**src/rtl/avg_thresh_mon.sv**
```systemverilog
// Mean threshold monitor: divide-by-4 mean, hysteresis set/clear with debounce, saturating alarm-entry count.
// Define AVG_THRESH_PEAK_EN to add the peak-mean-during-alarm output.
module avg_thresh_mon #(
   parameter int unsigned WARMUP   = 6,
   parameter int unsigned DEBOUNCE = 4,
   parameter int unsigned CNT_W    = 16
) (
   input  logic             clk,
   input  logic             reset,
   input  logic [63:0]      sum_in,
   input  logic [63:0]      high_th,
   input  logic [63:0]      low_th,
   input  logic             clr_cnt,
   output logic [63:0]      mean,
   output logic             ready,
   output logic             alarm,
   output logic [CNT_W-1:0] event_cnt
`ifdef AVG_THRESH_PEAK_EN
   ,
   output logic [63:0]      peak
`endif
);

   typedef enum logic [2:0] {WARM, IDLE, ARM, ALARM, CLR} state_t;

   localparam logic [7:0] LP_WARM_LAST = 8'(WARMUP - 1);
   localparam logic [7:0] LP_DEB_LAST  = 8'(DEBOUNCE - 1);

   state_t           r_state;
   logic [7:0]       r_warm;
   logic [7:0]       r_run;
   logic [63:0]      r_mean;
   logic             r_ready;
   logic             r_alarm;
   logic [CNT_W-1:0] r_event;

   logic w_above;
   logic w_below;
   logic w_entry;
   logic w_unused;

   assign w_above  = r_mean > high_th;
   assign w_below  = r_mean < low_th;
   assign w_unused = ^sum_in[1:0];

   // Entry into ALARM from the set side only; CLR->ALARM is a bounce, not a new event
   always_comb begin
      w_entry = 1'b0;
      if (r_state == IDLE && w_above && DEBOUNCE == 1)
         w_entry = 1'b1;
      else if (r_state == ARM && w_above && r_run == LP_DEB_LAST)
         w_entry = 1'b1;
   end

   always_ff @(posedge clk) begin
      if (reset) begin
         r_state <= WARM;
         r_warm  <= '0;
         r_run   <= '0;
         r_mean  <= '0;
         r_ready <= 1'b0;
         r_alarm <= 1'b0;
         r_event <= '0;
      end else begin
         r_mean <= {2'b00, sum_in[63:2]};
         case (r_state)
            WARM: begin
               r_warm <= r_warm + 8'd1;
               if (r_warm == LP_WARM_LAST) begin
                  r_state <= IDLE;
                  r_ready <= 1'b1;
               end
            end
            IDLE: begin
               if (w_above) begin
                  if (DEBOUNCE == 1) begin
                     r_state <= ALARM;
                     r_alarm <= 1'b1;
                  end else begin
                     r_state <= ARM;
                     r_run   <= 8'd1;
                  end
               end
            end
            ARM: begin
               if (w_above) begin
                  if (r_run == LP_DEB_LAST) begin
                     r_state <= ALARM;
                     r_alarm <= 1'b1;
                     r_run   <= '0;
                  end else begin
                     r_run <= r_run + 8'd1;
                  end
               end else begin
                  r_state <= IDLE;
                  r_run   <= '0;
               end
            end
            ALARM: begin
               if (w_below) begin
                  if (DEBOUNCE == 1) begin
                     r_state <= IDLE;
                     r_alarm <= 1'b0;
                  end else begin
                     r_state <= CLR;
                     r_run   <= 8'd1;
                  end
               end
            end
            CLR: begin
               if (w_below) begin
                  if (r_run == LP_DEB_LAST) begin
                     r_state <= IDLE;
                     r_alarm <= 1'b0;
                     r_run   <= '0;
                  end else begin
                     r_run <= r_run + 8'd1;
                  end
               end else begin
                  r_state <= ALARM;
                  r_run   <= '0;
               end
            end
            default: r_state <= WARM;
         endcase

         if (clr_cnt)
            r_event <= '0;
         else if (w_entry && r_event != '1)
            r_event <= r_event + 1'b1;
      end
   end

   assign mean      = r_mean;
   assign ready     = r_ready;
   assign alarm     = r_alarm;
   assign event_cnt = r_event;

`ifdef AVG_THRESH_PEAK_EN
   logic [63:0] r_peak;

   always_ff @(posedge clk) begin
      if (reset || clr_cnt)
         r_peak <= '0;
      else if (w_entry)
         r_peak <= r_mean;
      else if ((r_state == ALARM || r_state == CLR) && r_mean > r_peak)
         r_peak <= r_mean;
   end

   assign peak = r_peak;
`endif

endmodule

```
**config.mk**
```make
export PLATFORM = sky130hd
export DESIGN_NAME = avg_thresh_mon
export DESIGN_NICKNAME = d
export VERILOG_FILES = /design/src/rtl/avg_thresh_mon.sv
export SDC_FILE = /design/constraint.sdc
export NUM_CORES = 1
export LEC_CHECK = 0
export CORE_UTILIZATION = 45
export DETAILED_ROUTE_END_ITERATION = 16
export GPL_ROUTABILITY_DRIVEN = 1
export GPL_TIMING_DRIVEN = 0
export PLACE_DENSITY = 0.84
export RECOVER_POWER = 25
export SLEW_MARGIN = 0
export SYNTH_ARGS = -nofsm -noshare
export SYNTH_HDL_FRONTEND = slang
export SYNTH_SLANG_ARGS = --single-unit
```
**constraint.sdc**
```tcl
create_clock -name clk -period 7.3 [get_ports clk]
set_clock_uncertainty 0.2 [all_clocks]
set_input_delay 1.46 -clock clk [delete_from_list [all_inputs] [get_ports clk]]
set_output_delay 1.46 -clock clk [all_outputs]
set_load 0.005 [all_outputs]
```
---- Word-level counts from Yosys, hierarchy flattened ----
Cells that the tools add are included.
storage, ports and cells
  output and inout bits ................... 82
  memories ................................ 0
  input port bits ......................... 195
  register bits ........................... 101
  bits in read-only memories .............. 0
  latch bits .............................. 0
  memory bits (writable) .................. 0
operators by class
  shifts and indexed selects .............. 0
  $lt $le $gt $ge ......................... 2
  div/mod/pow operators ................... 0
  multiply operators ...................... 0
  bitwise logic cells ..................... 0
  equality and inequality tests ........... 16
  reductions and logical operators ........ 11
  $add $sub $neg .......................... 3
  muxes and demuxes ....................... 20
operators by type and width
  cell                                                   count
  greater-than comparator 64 bit                         1
  less-than comparator 64 bit                            1
  two-way mux 8 bit                                      5
  one-hot mux 8 bit (4 select lines)                     1
  two-way mux 3 bit                                      7
  adder 16 x 1 -> 16 bit, second input constant          1
  adder 8 x 1 -> 8 bit, second input constant            2
  inequality test 16 bit, second input constant          1
  one-hot mux 3 bit (5 select lines)                     1
  inequality test 2 bit, second input constant           6
  AND reduction 5 bit                                    2
  == test 8 x 2 -> 1 bit, second input constant          1
  == test 8 x 3 -> 1 bit, second input constant          1
  == test 3 x 2 -> 1 bit, second input constant          2
  two-way mux 1 bit                                      5
  nonzero test 4 bit                                     1
  == test 3 x 1 -> 1 bit, second input constant          1
  == test 3 bit, second input constant                   1
  logical AND 1 bit                                      3
  logical NOT 3 bit                                      1
  inequality test 3 x 2 -> 1 bit, second input constant  1
  inequality test 3 bit, second input constant           1
  AND reduction 3 bit                                    1
  inequality test 2 x 1 -> 1 bit, second input constant  1
  other kinds (4)                                        4

---- Depth between registers and ports, before layout ----
  word-level depth ........................ 5
  gate-level depth with buffers ........... 13
  depth with buffers taken out ............ 12

---- Worst setup path after synthesis ----
Ideal clock, no wire load.
  path type ............................... input to register
  start ................................... input port high_th[54]
  end ..................................... register r_event[11], in the netlist event_cnt[11]
  setup time .............................. 0.116 ns
  path slack .............................. 2.938 ns
  cell stages on the path ................. 10
  required time ........................... 6.984 ns
  data arrival time ....................... 4.046 ns
  cells stage by stage .................... inv_1 > ha_1 > nand4_1 > or4_4 > or4_4 > and3b_2 > o211ai_2 > nor4_2 > a21oi_1 > a31o_2
on the way
  cells in the longest elaborated chain, start to end .. 5
RTL lines
  item                             RTL line  source
  start: declaration               11        input logic [63:0] high_th,
  greater-than comparator 64 bit   42        assign w_above = r_mean > high_th;
  logical AND 1 bit (2 in series)  51        else if (r_state == ARM && w_above && r_run == LP_DEB_LAST)
  two-way mux 1 bit                51
  logical AND 1 bit                129       else if (w_entry && r_event != '1)
  end signal: assignment           130       r_event <= r_event + 1'b1;
  end: declaration                 35        logic [CNT_W-1:0] r_event;
Every way passes these cells.
A chain may end at the register's enable or synchronous reset.

---- Final worst setup path ----
  start ................................... input port high_th[49]
  end ..................................... register r_event[11], in the netlist event_cnt[11]
The elaborated chain is that of the path after synthesis.

==> results.txt <==
* Result of the run: finished, final reports clean
* Diode count: 0
- Synthesized-area fraction occupied by xor and xnor cells: 2.75%
- Synthesized area divided by synthesized cell count: 8.30 sq um
- Overall die height: 124 microns
- Number of setup buffers added after CTS: 0
- For this configuration, the core starts out at a cell density of 46.1%.
- For this run, the post-layout net count is 1,413.
- Max-cap violations: 0
- Worst setup slack for register-to-register paths: ~3.7 ns
* Root Buffer: clkbuf_16
- The worst register-to-register path begins at mean[50]$_SDFF_PP0_.
- The later pin in the worst-skew pair is clocked with a latency of 0.35 ns.
- Post-Synth Adder-Cell Area: 23.7%
- In the finished design, the share of the clock period the worst path needs comes to roughly two thirds.
- Worst-path cell with the longest stage delay: or4_4
- Timing analysis after detailed placement gives a worst setup slack of 2.07 ns.
- Main flop type after synthesis: dfxtp_1
- Vias after detailed routing: 6,528
- Max IR drop VDD: 106 uV
- After synthesis the netlist holds a flip-flop and latch count of 99.
- Net Sw Frac: 24.2%
* Cell count after placement: 1,264
* RSZ-0062 raised after global routing: false
- Number of unique standard cell types used by synthesis: 61
- The worst setup path is captured at a flip-flop.
- Post-synthesis simple-gate area fraction: 21.2%
- The number of antenna violations at the first check in global routing was 0.
- Gates resized during post-CTS repair numbered 0.
- In this run the horizontal extent of the chip is between 100 and 150 microns.
- Worst stage delay on the critical path: 0.58 ns
- Of the post-synthesis cell area, the part taken by muxes is less than 1%.
* Fraction of power consumed by sequential logic: between 30% and 40%
- Hold path startpoint: ready$_SDFFE_PP0P_
* Total overflow reported by the global router: 0
- In this run the power spent charging and discharging nets is 357 uW.
* Clock buffers created by TritonCTS: 9
- For this run, design rule violations remaining after detail routing come to 0.
* Share of flip-flops with an asynchronous set or reset: 0%
- Minimum clock period after layout: around 4.9 ns
- In this run the number of H-tree levels came out at 3.
* Total global-route track usage: 25.7%
* Final hold violation count: 0
- Number of buffers inserted by port buffering: 272
- Placer congestion estimate: approximately 0.87
- Internal power comes to 1.12 mW.
- Path category of the worst min-delay check: flip-flop to flip-flop
- Count of mapped cells out of synthesis: approximately 810
- Once detailed placement completed, the half-perimeter wirelength came to 16,700 microns.
- Clock transition at the register clock pins on the worst setup and hold paths after CTS: 0.07 ns
- In this run the standard cell core region covers about 15,000 sq um.
- For the worst flop-to-flop path, the logic depth is 9.
* Placed Area: 9650 sq um
- CTS Buffer Depth: 2
- Using the TritonRoute via totals, the vias-per-cell ratio works out to 5.10.
* CTS tree: built
- Summed instance area of the synthesized netlist: 6700 sq um
- The clock net in this run drives a total of 99 sinks.
* FF-to-FF End: event_cnt[11]$_SDFFE_PP0P_
* Combinational family with the most area after synthesis: adder cells
- Global-route wire length before repair: 29,800 microns
- Type of the setup path with the least slack: input port to flip-flop
- Clock network fraction of total power: 38.8%
- The floorplan has 44 rows.
* Part of the power in combinational logic: 21.6%
* Largest net degree at the start of global routing: 16
* Worst path arrival time: 4.96 ns
- Count of yosys warnings during synthesis: 0
* Setup_tns: 0 ns
- Detailed Route Iter0 Violations: about 300
- Most frequent cell on the critical path: or4_4
- In this run the worst path has a maximum fanout of 5.
- The finished cells cover 10,000 sq um.
- Count of hold buffers inserted by post-cts repair: 0
* Area of the die: ~15,000 sq um
* Startpoint Class: input port
- Dividing total power by cell area gives a power density of 147 nW/um^2.
- Compared with the post-synthesis result, the final layout area differs by 49.6%.
- Sequential elements use 29.6% of the synthesized area.
* Final setup margin: between 2 and 2.5 ns
- Lkg Pwr: 4.64 nW
* Fraction of final layout cells sized beyond drive strength 1: 3.28%
* List of cells traversed by the critical path: clkdlybuf4s50_1, inv_1, ha_1, nand4_1, or4_4, or4_4, o221ai_2, o211ai_2, nor4_2, a21oi_1, a31o_2
- For the worst setup path, the data required time is 7.34 ns.
- Measured slew at the worst slew-check pin: 0.957 ns
- Summing the areas of all compound-gate instances in the mapped netlist gives 13.4% of the synthesized area.
* Number of setup violations in the final report: 0
- The number of global-route vias before repair was 6,191.
- In this run, synthesis inferred 0 flip-flops with an integrated enable.
- Based on the critical path, the design can be clocked at up to around 200 MHz.
* Count of final max-slew check failures: 0
- Non-filler cells, final: 1,280
* Final wirelength: between 15,000 and 20,000 microns
- Worst relative slew slack: 35.6%
- I/O Pins: 277
- Post-detailed-route wirelength per cell: 15.5 microns
- The path with the worst hold slack has its endpoint at ready$_SDFFE_PP0P_.
- Routed Antenna Nets: 0
- Number of detailed-route iterations in the first pass: 5
* Hold Path Depth: 2
power by group through the flow:
stage                     Sequential (mW)  Clock [mW]  Combinational (mW)
after detailed placement            0.596           0               0.318
final                               0.583       0.573               0.319
after global placement              0.595           0               0.307
after floorplan                     0.591           0               0.137
after CTS                           0.584       0.583               0.321
after global routing                0.586       0.607               0.357
worst max path at each step:
stage                startpoint                         end  slack, ns  cells past startpoint
CTS                 high_th[51]  event_cnt[11]$_SDFFE_PP0P_       2.42                     11
global route        high_th[51]  event_cnt[11]$_SDFFE_PP0P_       2.28                     11
floorplan           high_th[54]  event_cnt[11]$_SDFFE_PP0P_       2.94                     10
global placement    high_th[49]   event_cnt[7]$_SDFFE_PP0P_       2.14                     11
finish              high_th[49]  event_cnt[11]$_SDFFE_PP0P_       2.38                     11
detailed placement  high_th[51]  event_cnt[11]$_SDFFE_PP0P_       2.07                     11
cell usage in the layout (no fill, tap or decap), types with 11 or more instances in the layout:
cell and instances:
inv_1 139, clkdlybuf4s50_1 262, xnor2_1 15, nor2b_1 65, nor2_1 49, ha_1 127, nand4_1 27, o21ai_0 24
nor3_1 17, nand2_1 37, a21oi_1 57, a211oi_1 11, nand3_1 30, dfxtp_1 99
cell usage after synthesis, types with 9 or more instances:
| library cell | n | area, sq um |
|---|---|---|
| a211oi_1 | 11 | 82.6 |
| a21o_1 | 10 | 75.1 |
| a21oi_1 | 57 | 285 |
| and3_1 | 9 | 56.3 |
| clkbuf_1 | 9 | 33.8 |
| dfxtp_1 | 99 | 1980 |
| ha_1 | 127 | 1590 |
| inv_1 | 139 | 522 |
| nand2_1 | 37 | 139 |
| nand3_1 | 30 | 150 |
| nand4_1 | 27 | 169 |
| nor2_1 | 49 | 184 |
| nor2b_1 | 65 | 407 |
| nor3_1 | 17 | 85.1 |
| o21ai_0 | 24 | 120 |
| xnor2_1 | 15 | 131 |
cell type report:
type | count | area (sq um)
sequential | 99 | 1980
inverter | 140 | 526
clock inverter | 4 | 95.1
multi-input combinational | 553 | 4110
clock buffer | 12 | 267
fill | 1148 | 4520
buffer | 16 | 87.6
timing repair buffer | 272 | 2720
tap | 184 | 230
state kept, by name (all words and copies together), names as in the netlist:
| register | count |
|---|---|
| mean | 62 |
| r_state | 3 |
| event_cnt | 16 |
| alarm | 1 |
| r_run | 8 |
| r_warm | 8 |
| ready | 1 |
worst max-delay path, delay by kind of cell:
family | cells | cell delay [ns]
buf+inv | 2 | 0.54
fa+ha+maj | 1 | 0.29
compound gates | 4 | 0.87
simple gates | 4 | 1.80
metrics by stage:
| step | hold slack (ns) | util (%) | power, mW |
|---|---|---|---|
| floorplan | 0.260 | - | 0.727 |
| global placement | 0.259 | 66.4 | 0.903 |
| detailed placement | 0.258 | 66.4 | 0.914 |
| CTS | 0.276 | 68.9 | 1.49 |
| global route | 0.337 | 68.9 | 1.55 |
| finish | 0.270 | 68.9 | 1.48 |
layer usage:
| metal | up-vias | wire length (microns) | GRT usage [%] |
|---|---|---|---|
| met3 | 37 | 1370 | 5.91 |
| met4 | 0 | 509 | 10.3 |
| met5 | - | 0 | 0 |
| met2 | 221 | 9540 | 44.9 |
| met1 | 2940 | 8430 | 30.1 |
| li1 | 3330 | - | - |
kinds of logic after synthesis:
family                     count (synthesis)
and+or+nand+nor                          261
buffers and inverters                    156
AOI/OAI and AO/OA                        141
adders and majority gates                127
DFF                                       99
xor gates and xnor gates                  21
other                                      1
muxes                                      1
Note: power is estimated with default switching activity, not from simulation.
